<file path="src/rtl/imm_gen_pkg.sv">
// Shared immediate-format encodings and default datapath width for the
// immediate generator slice.
package imm_gen_pkg;

    localparam int XLEN_DEF = 32;

    localparam logic [2:0] IMM_I = 3'b000;
    localparam logic [2:0] IMM_S = 3'b001;
    localparam logic [2:0] IMM_B = 3'b010;
    localparam logic [2:0] IMM_U = 3'b011;
    localparam logic [2:0] IMM_J = 3'b100;
    localparam logic [2:0] IMM_Z = 3'b101;

endpackage

</file>
<file path="src/rtl/imm_gen_if.sv">
// Valid/ready request and response bundle between an instruction source,
// the immediate generator, and the consumer of the extended immediate.
interface imm_gen_if #(
    parameter int XLEN = imm_gen_pkg::XLEN_DEF
);
    logic            in_valid;
    logic            in_ready;
    logic [2:0]      ImmSrc;
    logic [31:7]     Instr;
    logic            out_valid;
    logic            out_ready;
    logic [XLEN-1:0] ImmExt;
    logic            illegal;

    modport master (
        output in_valid, ImmSrc, Instr, out_ready,
        input  in_ready, out_valid, ImmExt, illegal
    );

    modport slave (
        input  in_valid, ImmSrc, Instr, out_ready,
        output in_ready, out_valid, ImmExt, illegal
    );
endinterface

</file>
<file path="src/rtl/imm_decode.sv">
// Combinational RISC-V immediate extraction and extension to XLEN bits.
module imm_decode
    import imm_gen_pkg::*;
#(
    parameter int XLEN = XLEN_DEF
) (
    input  logic [2:0]      ImmSrc,
    input  logic [31:7]     Instr,
    output logic [XLEN-1:0] ImmExt,
    output logic            illegal
);

    // Size casts of signed operands sign-extend, which also covers U above bit 31.
    always_comb begin
        ImmExt  = '0;
        illegal = 1'b0;
        case (ImmSrc)
            IMM_I: ImmExt = XLEN'($signed(Instr[31:20]));
            IMM_S: ImmExt = XLEN'($signed({Instr[31:25], Instr[11:7]}));
            IMM_B: ImmExt = XLEN'($signed({Instr[31], Instr[7], Instr[30:25],
                                           Instr[11:8], 1'b0}));
            IMM_U: ImmExt = XLEN'($signed({Instr[31:12], 12'h000}));
            IMM_J: ImmExt = XLEN'($signed({Instr[31], Instr[19:12], Instr[20],
                                           Instr[30:21], 1'b0}));
            IMM_Z: ImmExt = XLEN'(Instr[19:15]);
            default: illegal = 1'b1;
        endcase
    end

endmodule

</file>
<file path="src/rtl/imm_gen_pipe.sv">
// Immediate generator with a small result FIFO: decodes on accept, then
// presents the oldest decoded entry under valid/ready flow control.
module imm_gen_pipe
    import imm_gen_pkg::*;
#(
    parameter int XLEN  = XLEN_DEF,
    parameter int DEPTH = 2
) (
    input  logic     clk,
    input  logic     rst,
    input  logic     flush,
    imm_gen_if.slave bus
);

    logic [XLEN-1:0] mem_imm [DEPTH];
    logic            mem_ill [DEPTH];
    logic [0:0]      wr_ptr;
    logic [0:0]      rd_ptr;
    logic [1:0]      count;
    logic            push;
    logic            pop;
    logic [XLEN-1:0] dec_imm;
    logic            dec_ill;

    function automatic logic [0:0] ptr_next(input logic [0:0] p);
        return (p == 1'(DEPTH - 1)) ? 1'b0 : p + 1'b1;
    endfunction

    imm_decode #(.XLEN(XLEN)) u_decode (
        .ImmSrc  (bus.ImmSrc),
        .Instr   (bus.Instr),
        .ImmExt  (dec_imm),
        .illegal (dec_ill)
    );

    // Ready depends on occupancy only, so out_ready never reaches in_ready.
    assign bus.in_ready  = (count < 2'(DEPTH));
    assign bus.out_valid = (count != 2'd0);
    assign bus.ImmExt    = mem_imm[rd_ptr];
    assign bus.illegal   = mem_ill[rd_ptr];

    assign push = bus.in_valid  && bus.in_ready;
    assign pop  = bus.out_valid && bus.out_ready;

    always_ff @(posedge clk) begin
        if (rst) begin
            count  <= 2'd0;
            wr_ptr <= 1'b0;
            rd_ptr <= 1'b0;
            // Entries are cleared so the idle outputs read as zero after reset.
            for (int i = 0; i < DEPTH; i++) begin
                mem_imm[i] <= '0;
                mem_ill[i] <= 1'b0;
            end
        end else if (flush) begin
            count  <= 2'd0;
            wr_ptr <= 1'b0;
            rd_ptr <= 1'b0;
        end else begin
            if (push) begin
                mem_imm[wr_ptr] <= dec_imm;
                mem_ill[wr_ptr] <= dec_ill;
                wr_ptr          <= ptr_next(wr_ptr);
            end
            if (pop) begin
                rd_ptr <= ptr_next(rd_ptr);
            end
            case ({push, pop})
                2'b10:   count <= count + 2'd1;
                2'b01:   count <= count - 2'd1;
                default: count <= count;
            endcase
        end
    end

endmodule
</file>
<file path="src/flat_wrapper.sv">
// flat-port wrapper written by rule: the top's interface ports become plain ports
module imm_gen_pipe_flat import imm_gen_pkg::*;
#(
    parameter int XLEN  = XLEN_DEF,
    parameter int DEPTH = 2
)
  (clk, rst, flush, bus_in_valid, bus_ImmSrc, bus_Instr, bus_out_ready, bus_in_ready, bus_out_valid, bus_ImmExt, bus_illegal);
  imm_gen_if #(.XLEN(XLEN)) bus_i ();
  input  logic clk;
  input  logic rst;
  input  logic flush;
  input wire logic [$bits(bus_i.in_valid)-1:0] bus_in_valid;
  input wire logic [$bits(bus_i.ImmSrc)-1:0] bus_ImmSrc;
  input wire logic [$bits(bus_i.Instr)-1:0] bus_Instr;
  input wire logic [$bits(bus_i.out_ready)-1:0] bus_out_ready;
  output wire logic [$bits(bus_i.in_ready)-1:0] bus_in_ready;
  output wire logic [$bits(bus_i.out_valid)-1:0] bus_out_valid;
  output wire logic [$bits(bus_i.ImmExt)-1:0] bus_ImmExt;
  output wire logic [$bits(bus_i.illegal)-1:0] bus_illegal;
  assign bus_i.in_valid = bus_in_valid;
  assign bus_i.ImmSrc = bus_ImmSrc;
  assign bus_i.Instr = bus_Instr;
  assign bus_i.out_ready = bus_out_ready;
  assign bus_in_ready = bus_i.in_ready;
  assign bus_out_valid = bus_i.out_valid;
  assign bus_ImmExt = bus_i.ImmExt;
  assign bus_illegal = bus_i.illegal;
  imm_gen_pipe #(.XLEN(XLEN), .DEPTH(DEPTH)) u_core (.clk(clk), .rst(rst), .flush(flush), .bus(bus_i));
endmodule
</file>
<file path="config.mk">
export PLATFORM = sky130hd
export DESIGN_NAME = imm_gen_pipe_flat
export DESIGN_NICKNAME = d
export VERILOG_FILES = /design/src/rtl/imm_gen_pkg.sv /design/src/rtl/imm_gen_if.sv /design/src/rtl/imm_decode.sv /design/src/rtl/imm_gen_pipe.sv /design/src/flat_wrapper.sv
export SDC_FILE = /design/constraint.sdc
export NUM_CORES = 1
export LEC_CHECK = 0
export BUFFER_PORTS_ARGS = -buffer_cell sky130_fd_sc_hd__buf_4
export CORE_MARGIN = 2
export CORE_UTILIZATION = 55
export CTS_CLUSTER_SIZE = 8
export DETAILED_ROUTE_END_ITERATION = 10
export GPL_TIMING_DRIVEN = 0
export PLACE_DENSITY = 0.89
export RECOVER_POWER = 50
export SLEW_MARGIN = 10
export SYNTH_ARGS = -nofsm -noshare
export SYNTH_HDL_FRONTEND = slang
export SYNTH_SLANG_ARGS = --single-unit
</file>
<file path="constraint.sdc">
create_clock -name clk -period 3.4 [get_ports clk]
set_clock_uncertainty 0.1 [all_clocks]
set_input_delay 0.34 -clock clk [delete_from_list [all_inputs] [get_ports clk]]
set_output_delay 0.34 -clock clk [all_outputs]
set_load 0.01 [all_outputs]
</file>
==> run metrics <==
status=complete, no violations; layout cells sized above 1=0.347; Psw=0.455 mW; Max Clk Rate=383 MHz; Clk Latency, worst-skew pair=350 ps; final wirelength=7.94 mm; arrival time at the worst endpoint=2490 ps; Synth Flop Type=edfxtp_1; flops & latches, synth=71; DP HPWL=5.37 mm; wire per inst=18.4 um; M1 wire length=2.97 mm; Crit Path Class=reg2reg; total power=2.19 mW; Comb pwr share=0.109; CTS Root Cell=clkbuf_8; total internal power=1.74 mW; CTS Buf Count=9; Hold Buf Count CTS=0; I/O Pins=68; CTS tree=done; Die Width=83.7 um; vias in the first global route=2553; fin crit share=0.768; Post-Syn Nets=307; # H-tree levels=3; CP startpoint kind=register; Hold/Removal Path Class=in2reg; final net count=383; CTS max path bufs=2; yosys warns=0; Distinct cells, synth=34; initial core utilization=0.560; register share of total power=0.460; DR pass1 iterations=5; Post-Layout Cell Count=431; Setup crit end kind=register; WL met3=598 um; RSZ-0062 raised after global routing=false; maximum vdd drop=0.307 mV; Residual DRC=0; Syn Area/Cell=12.8 um2; Setup Buffers After CTS=0; routed via count=2578; Worst-Margin Slew=898 ps; largest net degree at the start of global routing=34; clk sinks=71; Slew HR=0.401; Core ar.=0.00624 mm2; Cell Area, Synth=0.00349 mm2; drt via density=5.98; Core Rows=29; setup violators final=0; setup_tns=0 ps; post-cts gate resize count=0; LEAKAGE=1.62 nW; Final Hold Vio Count=0; most common cell after layout, fill and taps aside=edfxtp_1; die area=0.00701 mm2; Syn Inst Count=273; GRT Total Usage=0.235; post-route ant nets=0; Buffers on Ports=65; routability cong.=0.859; worst-path fanout max=33; fin. max-slew vios=0; FFs w/ async S/R, synth=0; Highest Signal Layer=met4; First DRT Iteration DRCs=299; placed cell count=415; commonest non-fill, non-tap cells in the layout=edfxtp_1 (66), buf_4 (60), mux2_2 (38); clock-pin slew on the worst setup and hold paths=70 ps; EDFF count, synth=66; initial antenna violation count=0; Chip Height=83.7 um; Max-cap violations=0; first-pass GRT wire length=12.6 mm; Seq/Total Area, Yosys=0.596; global route total overflow=0; switch share=0.208; Inserted Diodes=0; Clk pwr share=0.431; fin crit period=2610 ps; worst path required time=3280 ps; PwrDens=509 mW/mm2; metal2 WL=4.18 mm; Area growth syn-to-layout=23.3%; Fin Hold WS=91.9 ps
## flip-flops by register name, summed over array words and instances (netlist names), named ones only
| name | flops |
|---|---|
| u_core.count | 2 |
| u_core.mem_ill | 2 |
| u_core.mem_imm | 64 |
| u_core.rd_ptr | 1 |
| u_core.wr_ptr | 1 |
## through the flow
stage	setup slack, ps	util	instance area, um2
after global routing	639	0.690	4310
final	788	0.690	4310
after floorplan	892	-	3490
after detailed placement	872	0.654	4080
after CTS	828	0.700	4370
after global placement	353	0.654	4080
## power groups by stage
stage	registers [mW]	logic, mW	clock network [mW]
after global placement	1.02	0.235	0
after floorplan	1.02	0.135	0
after detailed placement	1.03	0.242	0
after global routing	1.01	0.257	0.980
after CTS	1.01	0.244	0.949
final	1.01	0.239	0.945
## synthesized netlist by cell type, types with 6 or more instances
library cell / count / area share
and2_1: 12 / 0.021
edfxtp_1: 66 / 0.57
and4b_1: 8 / 0.023
a21oi_1: 18 / 0.026
a221oi_1: 12 / 0.030
clkbuf_1: 12 / 0.013
nor4bb_1: 6 / 0.017
nor2_1: 32 / 0.034
mux2_2: 38 / 0.12
nand2_1: 14 / 0.015
nor3_1: 8 / 0.011
## routing by layer
| metal | vias to the layer above | track usage |
|---|---|---|
| li1 | 1172 | - |
| met4 | 0 | 0.123 |
| met5 | - | 0 |
| met2 | 128 | 0.391 |
| met1 | 1262 | 0.291 |
| met3 | 16 | 0.0445 |
## area by class of cell
cell class	instances	area [um2]
well taps	77	96.3
clock inverters	7	159
repair buffers	65	469
plain buffers	22	86.3
flip-flops and latches	71	2080
clock buffers	9	124
multi-input cells	178	1280
inverters	2	7.51
fillers	444	1930
## path summary, 6_finish.rpt
check                   from                     to  slack [ps]  cells past startpoint
max          u_core.count[1]  u_core.mem_imm[1][16]         790                      4
min                    flush          u_core.rd_ptr          90                      2
max reg2reg  u_core.count[1]  u_core.mem_imm[1][16]         790                      4
min reg2reg  u_core.count[1]        u_core.count[1]         440                      2
## kinds of logic after synthesis
family,synth area share
buf+inv,0.0351
compound gates,0.0777
xor+xnor,0.0100
simple gates,0.153
fa+ha+maj,0.00644
mux,0.122
flops,0.596
## worst max-delay path, stage by stage, from the launching register on
cell and delay, ps:
dfxtp_1 350, or4b_1 590, or2_0 230, clkbuf_1 250, nand2b_2 720
Power figures use the tool's default switching activity.
